### src/rtl/data_mem_arbiter_pkg.sv
// Shared definitions for the data_mem arbiter: FSM encoding, port ids and
// the alignment helper used on the request path.
package data_mem_arbiter_pkg;

    typedef enum logic [1:0] {
        IDLE   = 2'd0,
        ACCESS = 2'd1,
        WAIT   = 2'd2,
        DONE   = 2'd3
    } arb_state_t;

    localparam logic       PORT_LSU   = 1'b0;
    localparam logic       PORT_DBG   = 1'b1;
    localparam logic [2:0] ALIGN_MASK = 3'b111;

    function automatic logic is_misaligned(input logic [2:0] addr_lsb);
        return (addr_lsb & ALIGN_MASK) != 3'b000;
    endfunction

endpackage

### src/rtl/data_mem_arbiter_rr_arbiter2.sv
// Two-way round-robin arbiter: the pointer port wins when it requests,
// otherwise the other port; the pointer is reloaded on advance.
module rr_arbiter2
    import data_mem_arbiter_pkg::*;
(
    input  logic       clk,
    input  logic       reset,
    input  logic [1:0] req,
    input  logic       ptr,
    input  logic       advance,
    output logic [1:0] gnt,
    output logic       ptr_reg
);

    always_ff @(posedge clk) begin
        if (!reset) begin
            ptr_reg <= PORT_LSU;
        end else if (advance) begin
            ptr_reg <= ptr;
        end
    end

    always_comb begin
        gnt = 2'b00;
        if (req[ptr_reg]) begin
            gnt[ptr_reg] = 1'b1;
        end else if (req[~ptr_reg]) begin
            gnt[~ptr_reg] = 1'b1;
        end
    end

endmodule

### src/rtl/data_mem_arbiter.sv
// Shares the single-port data_mem between the load/store unit (port 0) and
// the debug loader (port 1), one access in flight, round-robin grant.
module data_mem_arbiter
    import data_mem_arbiter_pkg::*;
#(
    parameter int ADDR_W      = 64,
    parameter int DATA_W      = 64,
    parameter int MEM_RD_LAT  = 1,
    parameter int ALIGN_CHECK = 1
) (
    input  logic              clk,
    input  logic              reset,
    input  logic              req0_valid,
    output logic              req0_ready,
    input  logic              req0_we,
    input  logic [ADDR_W-1:0] req0_addr,
    input  logic [DATA_W-1:0] req0_wdata,
    output logic              rsp0_valid,
    output logic [DATA_W-1:0] rsp0_rdata,
    output logic              rsp0_err,
    input  logic              req1_valid,
    output logic              req1_ready,
    input  logic              req1_we,
    input  logic [ADDR_W-1:0] req1_addr,
    input  logic [DATA_W-1:0] req1_wdata,
    output logic              rsp1_valid,
    output logic [DATA_W-1:0] rsp1_rdata,
    output logic              rsp1_err,
    output logic [ADDR_W-1:0] mem_address,
    output logic [DATA_W-1:0] mem_write_data,
    output logic              mem_MemRead,
    output logic              mem_MemWrite,
    input  logic [DATA_W-1:0] mem_read_data
);

    arb_state_t state_reg, state_next;

    logic              we_reg;
    logic              port_reg;
    logic              err_reg;
    logic [DATA_W-1:0] rdata_reg;
    logic [ADDR_W-1:0] address_reg;
    logic [DATA_W-1:0] write_data_reg;

    logic [1:0]        valid_vec;
    logic [1:0]        gnt;
    logic [1:0]        ready_vec;
    logic [1:0]        rsp_vec;
    logic              ptr_reg;
    logic              handshake;
    logic              sel_port;
    logic              sel_we;
    logic [ADDR_W-1:0] sel_addr;
    logic [DATA_W-1:0] sel_wdata;
    logic              sel_misaligned;
    logic              capture;
    logic [DATA_W-1:0] rsp_data [2];
    logic              rsp_err  [2];

    assign valid_vec = {req1_valid, req0_valid};

    rr_arbiter2 u_rr (
        .clk     (clk),
        .reset   (reset),
        .req     (valid_vec),
        .ptr     (~port_reg),
        .advance (state_reg == DONE),
        .gnt     (gnt),
        .ptr_reg (ptr_reg)
    );

    // Ready is held low while reset is asserted so nothing can be accepted
    // in the same cycle the block is being cleared.
    assign ready_vec  = (state_reg == IDLE && reset) ? gnt : 2'b00;
    assign req0_ready = ready_vec[0];
    assign req1_ready = ready_vec[1];
    assign handshake  = |ready_vec;

    assign sel_port       = gnt[1];
    assign sel_we         = sel_port ? req1_we    : req0_we;
    assign sel_addr       = sel_port ? req1_addr  : req0_addr;
    assign sel_wdata      = sel_port ? req1_wdata : req0_wdata;
    assign sel_misaligned = (ALIGN_CHECK != 0) && is_misaligned(sel_addr[2:0]);

    always_ff @(posedge clk) begin
        if (!reset) begin
            state_reg <= IDLE;
        end else begin
            state_reg <= state_next;
        end
    end

    always_comb begin
        state_next   = state_reg;
        mem_MemRead  = 1'b0;
        mem_MemWrite = 1'b0;
        capture      = 1'b0;
        case (state_reg)
            IDLE: begin
                if (handshake) begin
                    state_next = sel_misaligned ? DONE : ACCESS;
                end
            end
            ACCESS: begin
                mem_MemWrite = we_reg;
                mem_MemRead  = ~we_reg;
                if (we_reg || MEM_RD_LAT == 0) begin
                    capture    = ~we_reg;
                    state_next = DONE;
                end else begin
                    state_next = WAIT;
                end
            end
            WAIT: begin
                capture    = 1'b1;
                state_next = DONE;
            end
            DONE: begin
                state_next = IDLE;
            end
            default: begin
                state_next = IDLE;
            end
        endcase
    end

    // The memory-facing address/data registers only load for requests that
    // will actually strobe, so they stay put across error responses.
    always_ff @(posedge clk) begin
        if (!reset) begin
            we_reg         <= 1'b0;
            port_reg       <= PORT_LSU;
            err_reg        <= 1'b0;
            rdata_reg      <= '0;
            address_reg    <= '0;
            write_data_reg <= '0;
        end else if (handshake) begin
            we_reg    <= sel_we;
            port_reg  <= sel_port;
            err_reg   <= sel_misaligned;
            rdata_reg <= '0;
            if (!sel_misaligned) begin
                address_reg    <= sel_addr;
                write_data_reg <= sel_wdata;
            end
        end else if (capture) begin
            rdata_reg <= mem_read_data;
        end
    end

    assign mem_address    = address_reg;
    assign mem_write_data = write_data_reg;

    for (genvar gi = 0; gi < 2; gi++) begin : g_rsp
        assign rsp_vec[gi]  = (state_reg == DONE) && (port_reg == 1'(gi));
        assign rsp_data[gi] = rsp_vec[gi] ? rdata_reg : '0;
        assign rsp_err[gi]  = rsp_vec[gi] & err_reg;
    end

    assign rsp0_valid = rsp_vec[0];
    assign rsp0_rdata = rsp_data[0];
    assign rsp0_err   = rsp_err[0];
    assign rsp1_valid = rsp_vec[1];
    assign rsp1_rdata = rsp_data[1];
    assign rsp1_err   = rsp_err[1];

endmodule

### config.mk
export PLATFORM = sky130hd
export DESIGN_NAME = data_mem_arbiter
export DESIGN_NICKNAME = d
export VERILOG_FILES = /design/src/rtl/data_mem_arbiter_pkg.sv /design/src/rtl/data_mem_arbiter_rr_arbiter2.sv /design/src/rtl/data_mem_arbiter.sv
export SDC_FILE = /design/constraint.sdc
export NUM_CORES = 1
export LEC_CHECK = 0
export ABC_AREA = 1
export CAP_MARGIN = 15
export CORE_AREA = 5 5 229 231
export CTS_CLUSTER_DIAMETER = 200
export DETAILED_ROUTE_END_ITERATION = 8
export DIE_AREA = 0 0 234 236
export DONT_BUFFER_PORTS = 1
export HOLD_SLACK_MARGIN = 0.02
export SKIP_CTS_REPAIR_TIMING = 1
export SLEW_MARGIN = 20
export SYNTH_ARGS = -nofsm -noshare
export SYNTH_HDL_FRONTEND = slang
export SYNTH_HIERARCHICAL = 1
export SYNTH_SLANG_ARGS = --single-unit
### constraint.sdc
create_clock -name clk -period 3.8 [get_ports clk]
set_input_delay 0.76 -clock clk [delete_from_list [all_inputs] [get_ports clk]]
set_output_delay 0.76 -clock clk [all_outputs]
set_load 0.02 [all_outputs]
Word level (Yosys, flattened, before mapping)
Index checks and enable logic that the tools add are counted.
Word-level totals
  word-level logic and storage cells: 57
  register bits after elaboration: 198
  input port bits: 326
Cells by class
  mux-type cells: 24
  equal/unequal tests: 4
  reduce and logical (&&, ||, !) cells: 10
  $lt $le $gt $ge: 4
  bitwise operators: 7
Operator list (count)
  $mux 64: 4
  $mux 1: 11
  $mux 2: 5
  $pmux 2 s4: 1
  $logic_and 1x1->1: 5
  $not 1->1: 5
  $eq 2x2->1 const B: 2
  $lt 1x2->1 const B: 2
  $reduce_bool 3->1: 1
  $reduce_or 3->1: 1
  $and 1x1->1: 2
  $demux 1 s1: 2
  $eq 2x1->1 const B: 1
  $ge 1x1->1 const B: 2
  $logic_not 2->1: 1
  $ne 2x2->1 const B: 1
  $pmux 1 s2: 1
  $reduce_and 2->1: 1
  $reduce_or 2->1: 1

Longest topological paths before layout
Gate-level depths: netlist (run 1).
  depth in word-level cells: 12
  gate-level depth with buffers: 11

Hierarchy
Netlist (run 1), hierarchy kept.
Modules (own cells, without submodules)
  data_mem_arbiter: area an instance 10308.6 µm², instances 1, cells each 1653, sequential area each 3943.8 µm²
  rr_arbiter2: area an instance 57.6 µm², instances 1, cells each 9, sequential area each 20.0 µm²

Least setup slack after synthesis (run 1)
No wires, ideal clock.
  path kind: register -> output
  start: reg state_reg[0]
  end: out rsp0_valid
  arrival time: 1.380 ns
  stages on the path, launching flop included: 6
  path slack: 1.660 ns
  buffers on the path: 2
  cell sequence: dfxtp_1 ha_1 nand2_1 clkbuf_1 buf_1 inv_1
On the way
  longest elaborated chain between the ends: 2
Ends and longest elaborated chain
  start: declaration: RTL line data_mem_arbiter.sv:36  | arb_state_t state_reg, state_next;
  start signal: assignment: RTL line data_mem_arbiter.sv:89  | state_reg <= state_next;
  $eq 2x2->1: RTL line data_mem_arbiter.sv:155  | assign rsp_vec[gi] = (state_reg == DONE) && (port_reg == 1'(gi));
  $logic_and 1x1->1: RTL line data_mem_arbiter.sv:155
  end: declaration: RTL line data_mem_arbiter.sv:18  | output logic rsp0_valid,
Every way passes these cells.

Worst setup path after layout (run 1)
  start: reg state_reg[1]
  end: out rsp1_rdata[57]
On the way
  longest elaborated chain between the ends: 3
Ends and longest elaborated chain
  $eq 2x2->1: RTL line data_mem_arbiter.sv:155
  $logic_and 1x1->1: RTL line data_mem_arbiter.sv:155
  $mux 64: RTL line data_mem_arbiter.sv:156  | assign rsp_data[gi] = rsp_vec[gi] ? rdata_reg : '0;
  end: declaration: RTL line data_mem_arbiter.sv:27  | output logic [DATA_W-1:0] rsp1_rdata,
Every way passes these cells.

==> results of run 1 <==
[layer usage]
metal | global-route usage [%] | share of wire (%) | routed length, microns | up-vias
met5 | 0 | 0 | 0 | -
met4 | 8.22 | 5.1 | 2070 | 0
met3 | 4.81 | 8.9 | 3640 | 56
met2 | 25.1 | 51 | 21000 | 469
met1 | 13.8 | 35 | 14100 | 4481
li1 | - | - | - | 4977
[cell type report]
type | instances | area share, %
repair buffers | 21 | 1.81
clock buffers | 19 | 3.86
flip-flops and latches | 198 | 34.5
well taps | 672 | 7.32
diodes | 3 | 0.0654
inverters | 83 | 2.73
multi-input cells | 1250 | 48.1
clock inverters | 13 | 1.60
[cells by family after synthesis]
| family | share of synthesized area [%] |
|---|---|
| adder cells (fa/ha/maj) | 0.604 |
| AND/OR/NAND/NOR | 42.7 |
| AO/OA/AOI/OAI | 9.49 |
| flip-flops | 38.2 |
| buffers and inverters | 8.96 |
[stage by stage]
step	instances	hold slack, ns	setup WS (ns)	power [uW]
after detailed placement	2224	0.479	1.13	4250
after global routing	2259	0.373	0.599	6570
after global placement	2224	0.476	1.22	4200
final	2259	0.419	0.761	6160
after floorplan	1662	0.455	1.66	3840
after CTS	2256	0.375	0.704	6270
[cells in the mapped netlist, drive strengths merged]
master	count	area, sq um
nand3	131	661
nand2	394	1480
buf	83	437
ha	5	62.6
nor2	400	1500
dfxtp	198	3960
inv	83	312
and2	125	782
o31ai	1	7.51
o21ai	2	10.0
clkbuf	48	180
a21boi	2	15.0
a21oi	190	951
[worst max path at each step]
stage / startpoint / endpoint / slack, ns
2_1_floorplan: state_reg[0] / rsp0_valid / 1.66
3_3_place_gp: req1_valid / mem_address[36] / 1.22
3_5_place_dp: req1_valid / mem_write_data[63] / 1.13
4_1_cts: state_reg[1] / rsp0_rdata[38] / 0.70
5_1_grt: state_reg[1] / rsp0_rdata[38] / 0.60
6_report: state_reg[1] / rsp1_rdata[57] / 0.76
[power breakdown]
group | internal (uW) | leakage (uW) | switching (uW)
Clock | 1080 | 0.000305 | 904
Combinational | 475 | 0.00239 | 1230
Sequential | 2280 | 0.00160 | 198
Total | 3830 | 0.00430 | 2330
[cell usage in the layout, fill, tap and decap left out, types with 3 or more instances in the layout]
master       n
inv_6        4
clkbuf_16   17
nand2_1    389
ha_1         4
inv_8        3
and2_0     125
nand2_2      3
bufinv_16    3
inv_1       82
a21oi_1    190
buf_4       17
nor2_1     400
diode_2      3
nand3_1    130
buf_12       4
dfxtp_1    198
==> results by group, run 1 <==
Outcome
  • Outcome: completed

Clocking
  • CTS root buffer: clkbuf_16
  • Clk_lat worst skew: 0.48 ns
  • TritonCTS clock tree: done
  • Clock buffer count from CTS: 17
  • CTS clk-pin slew, worst paths: 0.08 ns
  • Clk buf depth: 2
  • CTS Sinks: 198
  • # H-tree levels: 4

Worst setup path
  • Crit start category: register
  • FF-to-FF End: mem_address[24]
  • Worst r2r path cells: 8
  • Stages on the worst setup path: 4
  • Worst path cell trace: ha_1, nand2_2, buf_4, nor2_1
  • R2R setup slack: 1.37 ns
  • WS Path Type: reg -> out
  • Worst stage delay on the critical path: 0.50 ns
  • Delay-heaviest family, CP: simple AND/OR/NAND/NOR gates
  • Critical-path maximum fanout: 30
  • Crit path DAT: 2.28 ns
  • Slowest CP cell: nor2_1
  • WP buf/inv: 1
  • CP Capture Type: output pin
  • Worst Path Required: 3.04 ns
  • Worst r2r src: u_rr/ptr_reg

Hold path
  • Worst Min Path Start: reset
  • Hold Path Stages: 2
  • Min-Delay Path Class: in -> reg
  • Hold path endpoint: u_rr/ptr_reg

Routing
  • Antenna-violating nets left: 0
  • DRC: 0
  • Drt via density: 4.42
  • Initial DRT Pass Iterations: 5
  • DR iter-0 viols: 410
  • DR vias: 9983
  • Post-Route WL: 40800 microns
  • WL per Instance: 18.1 microns

Power
  • P_leak: 0.00430 uW
  • P per Cell Area: 536 nW/um^2
  • VDD IR max: 0.316 mV

Final layout
  • Fin area: 11500 sq um
  • Reg area: 3960 sq um
  • Multi-input logic area: 5520 sq um
  • Layout area overhead: 10.8%
  • FILL cells: 5690
  • NumNets Final: 1902
  • Final Core Density: 23.0%
  • Layout cells sized above 1: 3.85%

Synth
  • Mapped Area: 10400 sq um
  • Syn Inst Count: 1662
  • Synth cell types: 20
  • Yosys reg bits: 198
  • Total of warnings raised by yosys: 6
  • Seq/Total Area, Yosys: 38.2%
  • Syn_area_per_cell: 6.24 sq um
  • Post-Syn Nets: 1993

Global route
  • Antenna violations before repair: 3
  • GR Util All Layers: 14.0%
  • Largest net degree at the start of global routing: 148
  • Vias in the first global route: 9150
  • First-pass GRT wire length: 57800 microns
  • GRT overflow: 0

Job
  • Max-Cap Viols: 0

Floorplanning
  • Initial Utilization: 20.8%
  • Chip width: 234 microns
  • Die height: 236 microns
  • Core ar.: 49900 sq um
  • DIE AREA: 55200 sq um
  • Top Ports: 590
  • Rows: 82

STA
  • Worst Max-Slew Pin Slew: 0.967 ns
  • FMAX: 0.329 GHz
  • Final Cycle Share: 80.0%
  • Slew HR: 35.6%
  • Max Clock Skew: 0.0158 ns
  • Setup tns final: 0 ns
  • Max-slew violation count: 0
  • Setup violators final: 0
  • RSZ-0062 raised after global routing: false
  • Fin. Hold Viols: 0
  • Min Tclk post-route: 3.04 ns

Place
  • Gpl congestion: 0.906
  • Number of I/O port buffers: 0
  • Post-DP HPWL: 32200 microns
  • Post-DP Area: 10900 sq um
Power figures use the tool's default switching activity.
==> inputs of run 2 (changes only) <==
clock period = 3 ns   (was 3.8 ns; I/O delays follow)
==> results by group, run 2 (same netlist as run 1, synthesis figures left out) <==
Outcome
  • Outcome: completed

STA
  • Worst Max-Slew Pin Slew: 0.595 ns (-0.371 ns)
  • Slew HR: 60.3% (+25 points)
  • Fin. Hold Viols: 0 (unchanged)
  • Final Cycle Share: 93.9%
  • Max Clock Skew: 0.0100 ns (-0.00576 ns)
  • FMAX: 0.355 GHz
  • Final worst setup slack: 0.184 ns (-0.576 ns)
  • Setup violators final: 0 (unchanged)
  • Max-slew violation count: 0 (unchanged)
  • Setup tns final: 0 ns (unchanged)
  • Min Tclk post-route: 2.82 ns

Global route
  • Largest net degree at the start of global routing: 134 (-9.5%)
  • Vias in the first global route: 9203 (+0.58%)
  • GRT overflow: 0 (unchanged)
  • GR Util All Layers: 14.1% (+0.095 points)
  • First-pass GRT wire length: 58100 microns (+0.47%)
  • Antenna violations before repair: 3 (unchanged)

Floorplanning
  • Rows: 82 (unchanged)
  • Core ar.: 49900 sq um (unchanged)
  • Top Ports: 590 (unchanged)
  • Chip width: 234 microns (unchanged)
  • DIE AREA: 55200 sq um (unchanged)
  • Die height: 236 microns (unchanged)
  • Initial Utilization: 20.8% (unchanged)

Routing
  • WL per Instance: 18.0 microns (-0.19%)
  • DR iter-0 viols: 612 (+49%)
  • Drt via density: 4.39 (-0.59%)
  • DRC: 0 (unchanged)
  • DR vias: 10051 (+0.68%)
  • Antenna-violating nets left: 0 (unchanged)
  • Post-Route WL: 41300 microns (+1.1%)
  • Initial DRT Pass Iterations: 6 (+1)

Clocking
  • CTS Sinks: 198 (unchanged)
  • TritonCTS clock tree: done
  • CTS clk-pin slew, worst paths: 0.07 ns (about the same)
  • CTS root buffer: clkbuf_16
  • Clk buf depth: 2 (unchanged)
  • Clock buffer count from CTS: 17 (unchanged)
  • Clk_lat worst skew: 0.47 ns (about the same)
  • # H-tree levels: 4 (unchanged)

Worst setup path
  • R2R setup slack: 0.78 ns (-0.59 ns)
  • WS Path Type: reg -> out
  • Worst setup endpoint: rsp1_rdata[9]
  • Crit path DAT: 2.22 ns (-0.06 ns)
  • Worst Path Required: 2.40 ns (-0.64 ns)
  • FF-to-FF End: mem_address[26]
  • Worst Setup SP: state_reg[1]
  • Worst r2r path cells: 10 (+2)
  • Crit start category: register
  • CP Capture Type: output pin
  • Worst r2r src: u_rr/ptr_reg
  • Critical-path maximum fanout: 34 (+13%)

Final layout
  • Layout cells sized above 1: 5.83% (+2.0 points)
  • FILL cells: 5634 (-0.98%)
  • NumNets Final: 1931 (+1.5%)
  • Commonest non-fill, non-tap cell in the layout: nor2_1
  • Commonest cells after routing, fill and taps aside: nor2_1 (398), nand2_1 (389), dfxtp_1 (198)
  • Layout area overhead: 13.3%

Place
  • Gpl congestion: 0.877 (-3.2%)
  • Post-DP HPWL: 32500 microns (+0.89%)
  • Number of I/O port buffers: 0 (unchanged)
  • Pre-CTS WS: 0.394 ns (-0.735 ns)

Power
  • P_leak: 0.00447 uW (+4.0%)
  • VDD IR max: 0.334 mV (+5.7%)
  • P per Cell Area: 664 nW/um^2 (+24%)

Hold path
  • Min-Delay Path Class: in -> reg

Job
  • Max-Cap Viols: 0 (unchanged)
run 2: cell count changes in the layout (fill, tap and decap cells not counted), sizes merged:
cell      delta
buf         +29
clkinvlp     -1
clkbuf       -1
clkinv       +3
bufinv       -1
run 2: how the worst min path moves through the flow:
stage	startpoint	endpoint	slack, ns	cells past startpoint
after floorplan	err_reg	err_reg	0.46	2
after global placement	err_reg	err_reg	0.49	2
final	reset	u_rr/ptr_reg	0.27	2
after global routing	reset	mem_address[51]	0.22	2
after CTS	mem_read_data[36]	rdata_reg[36]	0.21	2
after detailed placement	err_reg	err_reg	0.49	2
run 2: cell type report:
type | count | area [sq um] | share of cell area, %
Multi-Input combinational cell | 1250 | 5540 | 47.1
Inverter | 83 | 314 | 2.67
Tap cell | 672 | 841 | 7.16
Timing Repair Buffer | 50 | 488 | 4.15
Clock inverter | 14 | 160 | 1.36
Antenna cell | 3 | 7.51 | 0.0639
Clock buffer | 18 | 439 | 3.74
Sequential cell | 198 | 3960 | 33.7
run 2: power breakdown:
group	internal (uW)	switching (uW)	total, uW
Clock	1270	1130	2410
Sequential	2880	250	3130
Combinational	688	1570	2260
Total	4840	2950	7800
run 2: critical path: stages, from the launching register on:
cell,delay [ns]
dfxtp_1,0.44
ha_2,0.34
nand2_2,0.26
buf_4,0.32
nor2_1,0.36
run 2: metal layers:
metal	global-route usage, %	share of wire, %	up-vias
met4	6.82	3.5	0
met2	26.0	53	470
met1	13.8	34	4510
li1	-	-	5031
met5	0	0	-
met3	5.00	9.2	40
run 2: metrics by stage:
stage	util, %	hold slack [ns]	cells	area [sq um]	power, uW
after floorplan	-	0.455	1662	10400	4860
after detailed placement	22.3	0.487	2253	11100	5490
after global routing	23.6	0.223	2288	11800	8340
final	23.6	0.274	2288	11800	7800
after global placement	22.3	0.488	2253	11100	5420
after CTS	23.5	0.214	2285	11700	7970
